**src/rtl/ldpc_cnu_pkg.sv**
```systemverilog
// Shared types and constants for the layered-LDPC check-node sequencer.
package ldpc_cnu_pkg;

  typedef enum logic [1:0] {
    S_IDLE,
    S_ISSUE,
    S_DRAIN,
    S_DONE
  } state_e;

  localparam int DEF_RD_LATENCY = 2;
  localparam int DEF_MS_LATENCY = 5;
  localparam int CNU_INPUTS     = 6;

endpackage

```
**src/rtl/ldpc_delay_line.sv**
```systemverilog
// Fixed-latency {valid, data} shift register used to align CNU strobes and write-back rows.
module ldpc_delay_line #(
  parameter int DEPTH      = 1,
  parameter int WIDTH      = 8,
  parameter bit COUNT_LAST = 1'b1
) (
  input  logic             i_clock,
  input  logic             i_reset_n,
  input  logic             i_valid,
  input  logic [WIDTH-1:0] i_data,
  output logic             o_valid,
  output logic [WIDTH-1:0] o_data,
  output logic             o_any_valid
);

  logic [DEPTH-1:0] valid_q;
  logic [WIDTH-1:0] data_q [DEPTH];

  // NOTE: state registers update with <= so every stage samples its predecessor's old value.
  always_ff @(posedge i_clock or negedge i_reset_n) begin
    if (!i_reset_n) begin
      valid_q <= '0;
    end else begin
      valid_q[0] <= i_valid;
      for (int i = 1; i < DEPTH; i++) valid_q[i] <= valid_q[i-1];
    end
  end

  // NOTE: payload stages are not reset; the valid bits alone qualify them and o_data is masked.
  always_ff @(posedge i_clock) begin
    data_q[0] <= i_data;
    for (int i = 1; i < DEPTH; i++) data_q[i] <= data_q[i-1];
  end

  assign o_valid = valid_q[DEPTH-1];
  assign o_data  = o_valid ? data_q[DEPTH-1] : '0;

  // Without the output stage, the flag means "still in flight after the next edge".
  generate
    if (COUNT_LAST) begin : g_all
      assign o_any_valid = |valid_q;
    end else if (DEPTH > 1) begin : g_pending
      assign o_any_valid = |valid_q[DEPTH-2:0];
    end else begin : g_none
      assign o_any_valid = 1'b0;
    end
  endgenerate

endmodule

```
**src/rtl/ldpc_cnu_sequencer.sv**
```systemverilog
// Row/iteration sequencer for the min-sign CNU with pipeline-aligned write-back.
// Optional early termination on syndrome check: define LDPC_CNU_SEQ_EARLY_TERM_EN.
module ldpc_cnu_sequencer
  import ldpc_cnu_pkg::*;
#(
  parameter int ROW_W      = 8,
  parameter int ITER_W     = 5,
  parameter int RD_LATENCY = DEF_RD_LATENCY,
  parameter int MS_LATENCY = DEF_MS_LATENCY
) (
  input  logic              i_clock,
  input  logic              i_reset_n,
  input  logic              i_start,
  input  logic [ROW_W-1:0]  i_num_rows,
  input  logic [ITER_W-1:0] i_num_iters,
  input  logic              i_abort,
`ifdef LDPC_CNU_SEQ_EARLY_TERM_EN
  input  logic              i_syndrome_ok,
  output logic              o_early_term,
`endif
  output logic              o_busy,
  output logic              o_done,
  output logic              o_rd_en,
  output logic [ROW_W-1:0]  o_rd_addr,
  output logic              o_ms_latch,
  output logic              o_wr_en,
  output logic [ROW_W-1:0]  o_wr_addr,
  output logic [ITER_W-1:0] o_iter
);

  state_e            state_q, state_d;
  logic [ROW_W-1:0]  row_q, row_d, rows_q, rows_d;
  logic [ITER_W-1:0] iter_q, iter_d, iters_q, iters_d;
  logic              abort_q, abort_d;
  logic [ITER_W:0]   iter_inc;
  logic [ROW_W-1:0]  ms_addr;
  logic              ms_any, wr_any, drain_done;
`ifdef LDPC_CNU_SEQ_EARLY_TERM_EN
  logic              early_q, early_d;
`endif

  assign o_rd_en    = (state_q == S_ISSUE) && !i_abort;
  assign o_rd_addr  = o_rd_en ? row_q : '0;
  assign o_busy     = (state_q != S_IDLE);
  assign o_done     = (state_q == S_DONE);
  assign o_iter     = iter_q;
  assign iter_inc   = {1'b0, iter_q} + (ITER_W+1)'(1);
  assign drain_done = !ms_any && !wr_any;

  ldpc_delay_line #(.DEPTH(RD_LATENCY), .WIDTH(ROW_W), .COUNT_LAST(1'b1)) u_rd_line (
    .i_clock    (i_clock),
    .i_reset_n  (i_reset_n),
    .i_valid    (o_rd_en),
    .i_data     (o_rd_addr),
    .o_valid    (o_ms_latch),
    .o_data     (ms_addr),
    .o_any_valid(ms_any)
  );

  ldpc_delay_line #(.DEPTH(MS_LATENCY), .WIDTH(ROW_W), .COUNT_LAST(1'b0)) u_ms_line (
    .i_clock    (i_clock),
    .i_reset_n  (i_reset_n),
    .i_valid    (o_ms_latch),
    .i_data     (ms_addr),
    .o_valid    (o_wr_en),
    .o_data     (o_wr_addr),
    .o_any_valid(wr_any)
  );

  always_ff @(posedge i_clock or negedge i_reset_n) begin
    if (!i_reset_n) begin
      state_q <= S_IDLE;
      row_q   <= '0;
      rows_q  <= '0;
      iter_q  <= '0;
      iters_q <= '0;
      abort_q <= 1'b0;
`ifdef LDPC_CNU_SEQ_EARLY_TERM_EN
      early_q <= 1'b0;
`endif
    end else begin
      state_q <= state_d;
      row_q   <= row_d;
      rows_q  <= rows_d;
      iter_q  <= iter_d;
      iters_q <= iters_d;
      abort_q <= abort_d;
`ifdef LDPC_CNU_SEQ_EARLY_TERM_EN
      early_q <= early_d;
`endif
    end
  end

`ifdef LDPC_CNU_SEQ_EARLY_TERM_EN
  assign o_early_term = early_q;
`endif

  always_comb begin
    // NOTE: every next-state variable gets its hold value first, so no branch can infer a latch.
    state_d = state_q;
    row_d   = row_q;
    rows_d  = rows_q;
    iter_d  = iter_q;
    iters_d = iters_q;
    abort_d = abort_q;
`ifdef LDPC_CNU_SEQ_EARLY_TERM_EN
    early_d = early_q;
`endif
    case (state_q)
      S_IDLE: begin
        if (i_start) begin
          rows_d  = i_num_rows;
          iters_d = i_num_iters;
          iter_d  = '0;
          row_d   = '0;
          abort_d = 1'b0;
`ifdef LDPC_CNU_SEQ_EARLY_TERM_EN
          early_d = 1'b0;
`endif
          state_d = (i_num_rows == '0 || i_num_iters == '0) ? S_DONE : S_ISSUE;
        end
      end
      S_ISSUE: begin
        if (i_abort) begin
          abort_d = 1'b1;
          state_d = S_DRAIN;
        end else begin
          row_d = row_q + ROW_W'(1);
          if (row_q == rows_q - ROW_W'(1)) state_d = S_DRAIN;
        end
      end
      S_DRAIN: begin
        if (i_abort) abort_d = 1'b1;
        // Leave once the write-back in this cycle is the last one in flight.
        if (drain_done) begin
          if (abort_q || i_abort) begin
            state_d = S_DONE;
`ifdef LDPC_CNU_SEQ_EARLY_TERM_EN
          end else if (i_syndrome_ok) begin
            early_d = 1'b1;
            state_d = S_DONE;
`endif
          end else if (iter_inc < {1'b0, iters_q}) begin
            iter_d  = iter_inc[ITER_W-1:0];
            row_d   = '0;
            state_d = S_ISSUE;
          end else begin
            state_d = S_DONE;
          end
        end
      end
      S_DONE:  state_d = S_IDLE;
      default: state_d = S_IDLE;
    endcase
  end

endmodule
```
**config.mk**
```make
export PLATFORM = sky130hd
export DESIGN_NAME = ldpc_cnu_sequencer
export DESIGN_NICKNAME = d
export VERILOG_FILES = /design/src/rtl/ldpc_cnu_pkg.sv /design/src/rtl/ldpc_delay_line.sv /design/src/rtl/ldpc_cnu_sequencer.sv
export SDC_FILE = /design/constraint.sdc
export NUM_CORES = 1
export LEC_CHECK = 0
export ABC_CLOCK_PERIOD_IN_PS = 3800
export CAP_MARGIN = 25
export CORE_ASPECT_RATIO = 1.75
export CORE_MARGIN = 1.5
export CORE_UTILIZATION = 55
export CTS_CLUSTER_SIZE = 40
export DETAILED_ROUTE_END_ITERATION = 10
export GPL_TIMING_DRIVEN = 0
export PLACE_DENSITY = 0.84
export SLEW_MARGIN = 20
export SYNTH_ARGS = -nofsm -noshare
export SYNTH_HDL_FRONTEND = slang
export SYNTH_HIERARCHICAL = 1
export SYNTH_SLANG_ARGS = --single-unit
export TNS_END_PERCENT = 5
```
**constraint.sdc**
```tcl
create_clock -name i_clock -period 3.8 [get_ports i_clock]
set_clock_uncertainty 0.05 [all_clocks]
set_input_delay 0.76 -clock i_clock [delete_from_list [all_inputs] [get_ports i_clock]]
set_output_delay 0.76 -clock i_clock [all_outputs]
set_load 0.01 [all_outputs]
```
; After elaboration in Yosys (flattened, before gate mapping)
; Memory sizes are Yosys's and may differ from the RTL's.
; Cells that the tools add are included.
[totals]
register_bits = 36
elab_cells = 72
mem_bits_rw = 56
mem_count = 2
[mem_list]
columns = name, words, width, rd, rd_ports_with_merged_regs, wr, line
row1 = u_ms_line.data_q, 5, 8, 5, 0, 5, ldpc_delay_line.sv:17  ; logic [WIDTH-1:0] data_q [DEPTH];
row2 = u_rd_line.data_q, 2, 8, 2, 0, 2, ldpc_delay_line.sv:17
[op_classes]
order_cmp = 1
n_eq_ne = 11
muxes = 25
n_reduce_logical = 22
n_addsub = 3
[op_table]
columns = cell, n
row1 = $mux W8, 8
row2 = $pmux W8 S3, 1
row3 = $mux W5, 4
row4 = $mux W2, 7
row5 = $ne A2 B2 Y1 const B, 5
row6 = $pmux W5 S2, 1
row7 = $add A8 B1 Y8 const B, 1
row8 = $eq A8 B8 Y1, 1
row9 = $logic_not A8 Y1, 1
row10 = $pmux W2 S4, 1
row11 = $sub A8 B1 Y8 const B, 1
row12 = $add A5 B1 Y6 const B, 1
row13 = $lt A6 B5 Y1, 1
row14 = $reduce_and A3 Y1, 2
row15 = $reduce_and A6 Y1, 1
row16 = $reduce_bool A2 Y1, 3
row17 = $logic_not A5 Y1, 1
row18 = $reduce_and A5 Y1, 1
row19 = $eq A2 B2 Y1 const B, 2
row20 = $reduce_or A2 Y1, 2
row21 = $reduce_or A4 Y1, 1
row22 = $logic_not A1 Y1, 3
row23 = $ne A3 B2 Y1 const B, 1
row24 = $reduce_bool A3 Y1, 1
row25 = 8 further kinds, 11

; Depth between registers and ports, before layout
[logic_depth]
word_depth = 6
mapped_depth = 11
ltp_nobuf = 10

; Modules after synthesis
; Netlist, hierarchy kept.
[by_module_without_submodules]
columns = module, area_per_inst_um2, n_inst, cells_per_inst
row1 = ldpc_cnu_sequencer, 1935.6, 1, 207
row2 = ldpc_delay_line at u_ms_line, 983.4, 1, 54
row3 = ldpc_delay_line at u_rd_line, 436.7, 1, 27

; Least setup slack after synthesis
; OpenSTA, ideal clock, no wires.
[synth_timing]
kind = reg-to-reg
start = register iter_q[0] (netlist: o_iter[0])
end = register row_q[3]
arrival_time_ns = 2.493
setup_slack_ns = 1.189
required_time_ns = 3.682
n_path_buf = 1
path_stages_with_launch = 9
path_cell_list = dfrtp_1 -> ha_1 -> ha_1 -> a2111o_1 -> a31o_1 -> a211o_1 -> buf_2 -> or3_1 -> nand3_1
[synth_between]
elab_chain_len = 4
[synth_lines]
columns = element, line
row1 = "start, declared", ldpc_cnu_sequencer.sv:33  ; logic [ITER_W-1:0] iter_q, iter_d, iters_q, iters_d;
row2 = "start signal, assigned", ldpc_cnu_sequencer.sv:85  ; iter_q <= iter_d;
row3 = $add A5 B1 Y6, ldpc_cnu_sequencer.sv:47  ; assign iter_inc = {1'b0, iter_q} + (ITER_W+1)'(1);
row4 = $lt A6 B5 Y1, ldpc_cnu_sequencer.sv:143  ; end else if (iter_inc < {1'b0, iters_q}) begin
row5 = $ne A2 B2 Y1 (no line), -
row6 = $reduce_and A6 Y1 (no line), -
row7 = "end signal, assigned", ldpc_cnu_sequencer.sv:83  ; row_q <= row_d;
row8 = "end, declared", ldpc_cnu_sequencer.sv:32  ; logic [ROW_W-1:0] row_q, row_d, rows_q, rows_d;
; Every way passes these cells.
; A chain may end at the register's enable or synchronous reset.

; Final worst setup path
[layout_timing]
start = register state_q[1]
end = output o_rd_addr[3]
[layout_between]
elab_chain_len = 3
[layout_lines]
columns = element, line
row1 = "start, declared", ldpc_cnu_sequencer.sv:31  ; state_e state_q, state_d;
row2 = "start signal, assigned", ldpc_cnu_sequencer.sv:82  ; state_q <= state_d;
row3 = $eq A2 B1 Y1, ldpc_cnu_sequencer.sv:42  ; assign o_rd_en = (state_q == S_ISSUE) && !i_abort;
row4 = $logic_and A1 B1 Y1, ldpc_cnu_sequencer.sv:42
row5 = $mux W8, ldpc_cnu_sequencer.sv:43  ; assign o_rd_addr = o_rd_en ? row_q : '0;
row6 = "end, declared", ldpc_cnu_sequencer.sv:24  ; output logic [ROW_W-1:0] o_rd_addr,
; Every way passes these cells.

==> metrics <==
Syn Nets between 300 and 400; CTS tree done; initial DRC count between 100 and 150; Reg2Reg Depth 8; Post-Place Worst Slack just over 600 ps; Final setup viols 0; yosys warns 6; Worst Setup EP o_rd_addr[3]; Setup crit end kind output port; Slew headroom 61.6%; vias in the first global route 2206; maxcap violations 0; GRT Residual Overflow 0; final period utilization between 80% and 90%; vias per inst approximately 5.3; P per Cell Area between 600 and 700 mW/mm^2; Initial Util about 57%; WL/cell between 10 and 15 um; Critical Path RT 2990 ps; CTS root buf clkbuf_8; Adder-Cell Fraction of Synth Area between 4 and 5%; status finished clean; post-synthesis mux area share 5.29%; Final min period 3320 ps; Final Slew Violations 0; Worst-Skew Late Latency roughly 350 ps; CTS Hold Bufs 0; register area share after synthesis approximately 60%; Fin. Hold Viols 0; fillers between 400 and 500; Buffers on Ports between 40 and 50; most common cell after layout, fill and taps aside dfxtp_1; fin nets 370; DRC errors left 0; Post-DRT Antenna Nets 0; I/O pin cnt 43; CTS clk-pin slew, worst paths approximately 90 ps; routed wire length 6050 um; slowest stage delay, CP 560 ps; pin count of the biggest net entering global routing 21; RR Endpoint row_q[3]; Tightest Hold Check Type reg2reg; Placeable Area between 0.005 and 0.006 sq mm; DP Wirelength roughly 4500 um; Cell Area, Placed approximately 0.0039 sq mm; compound-cell area share of the yosys netlist between 8 and 9%; initial antenna violation count 0; commonest non-fill, non-tap cells in the layout dfxtp_1 (56), clkdlybuf4s50_1 (40), dfrtp_1 (36); synth unique cells between 40 and 50; syn_area_per_cell 11.7 sq um; setup tns final 0 ps; CP Launch Point state_q[1]; clock buffer depth 2; Antenna diodes 0; height of the die roughly 110 um; CTS Buf Count 9; reg2reg setup slack around 940 ps; R2R Path Start o_iter[0]; Die ar. around 0.0066 sq mm; clk sinks 92; Setup WS post-layout roughly 480 ps; Die Wd 62.0 um; Final Instance Area a little over 0.004 sq mm; H-tree depth 3; leakage between 1.5 and 2 nW; Main synth FF type dfxtp_1; RSZ-0062 raised after global routing no; P&R area growth vs syn 21.1%; CP Max Fanout 11; Post-Syn Instances between 200 and 300; startpoint types flip-flop; total number of vias roughly 2200; netlist area before placement around 0.0034 sq mm; Worst Path Arrival 2510 ps; main combinational cell family by area after synthesis simple AND/OR/NAND/NOR gates; Worst Tran Pin Value 572 ps; FMAX between 300 and 400 MHz; First-pass DRT Iterations 4; post_cts resized 0; Post-synth EDFFs 0; first-pass GRT wire length 9850 um; worst setup path class reg2out; postcts setup bufs 0; xor/xnor share of the synthesized area between 2 and 3%; simple-gate share of the synthesized area roughly 17%; cell breakdown of the critical path inv_1 -> ha_1 -> nor2b_1 -> clkbuf_1 -> and2_1 -> clkdlybuf4s50_1; slowest cell on the critical path clkdlybuf4s50_1; worst vdd ir between 0.0003 and 0.0004 V; layout cells sized above 1 about an eighth; Global Route Usage Sum 20.5%; Routability Congestion about 0.9; async set-reset flop share out of synthesis between 30 and 40%; Core Rows 37; FF+latch count, synth 92
## synthesized netlist by cell type (4+ instances only)
library cell,instances,share of area [%]
a21oi_1,7,1.0
a22o_1,6,1.6
and2_1,17,3.2
and2_2,8,1.8
clkbuf_1,7,0.78
dfrtp_1,36,27
dfxtp_1,56,33
ha_1,12,4.5
inv_1,11,1.2
mux2_2,14,4.7
nand2_1,15,1.7
nand2b_1,5,0.93
nand3_1,16,2.4
nor2_1,7,0.78
nor3_1,6,0.89
o21ai_0,9,1.3
xnor2_1,7,1.8
xor2_1,4,1.0
## critical path: cells and delay by family, from the launching register on
kind | cells | cell delay (ps)
buffers and inverters | 3 | 1010
AND/OR/NAND/NOR | 2 | 480
flip-flops | 1 | 430
adder cells (fa/ha/maj) | 1 | 240
## area by class of cell
class                      instances  area (sq um)  share of cell area [%]
tap                               78          97.6                    2.40
inverter                          11          41.3                    1.02
clock inverter                     4          31.3                   0.770
multi-input combinational        176          1260                    31.0
sequential                        92          2020                    49.8
timing repair buffer              42           433                    10.7
buffer                             9          35.0                   0.862
clock buffer                      12           145                    3.57
## power breakdown
group | internal [mW] | total, mW | switching, mW | leakage [nW]
clock | 0.261 | 0.583 | 0.322 | 0.0914
combinational | 0.387 | 0.796 | 0.409 | 0.705
sequential | 1.10 | 1.22 | 0.128 | 0.913
## flip-flops by register name (all words and copies together), names as in the netlist
signal and cells:
u_ms_line/data_q 40, u_rd_line/data_q 16, row_q 8, rows_q 8, iters_q 5, o_iter 5
u_ms_line/valid_q 5, state_q 2, u_rd_line/valid_q 2, abort_q 1
## cells by family after synthesis
group / after synthesis
DFF: 92
AOI/OAI and AO/OA: 40
muxes: 16
and+or+nand+nor: 97
xor gates and xnor gates: 11
adders and majority gates: 12
buffers and inverters: 20
## how the worst min path moves through the flow
stage	slack (ps)	startpoint	endpoint	depth (start not counted)
after global routing	280	u_rd_line/data_q[0][2]	u_rd_line/data_q[0][10]	0
after floorplan	260	u_ms_line/data_q[0][2]	u_ms_line/data_q[0][10]	0
after CTS	280	u_rd_line/data_q[0][7]	u_rd_line/data_q[0][15]	0
final	280	u_rd_line/data_q[0][7]	u_rd_line/data_q[0][15]	0
after detailed placement	260	u_ms_line/data_q[0][12]	u_ms_line/data_q[0][20]	0
after global placement	260	u_ms_line/data_q[0][1]	u_ms_line/data_q[0][9]	0
## per-stage QoR
stage                     hold WS [ps]  power, mW  std cells  utilization [%]
after floorplan                    260       1.78        288                -
after global placement             260       1.99        407             65.7
after detailed placement           262       2.03        408             66.1
after CTS                          281       2.62        424             69.1
after global routing               284       2.77        424             69.1
final                              276       2.60        424             69.1
## per-layer routing
layer / global-route usage, % / share of wire [%] / routed length [um]
met5: 0 / 0 / 0
met3: 5.84 / 3.3 / 197
met1: 22.1 / 38 / 2320
met4: 10.0 / 2.5 / 149
met2: 34.9 / 56 / 3390
(Power assumes the default switching activity.)
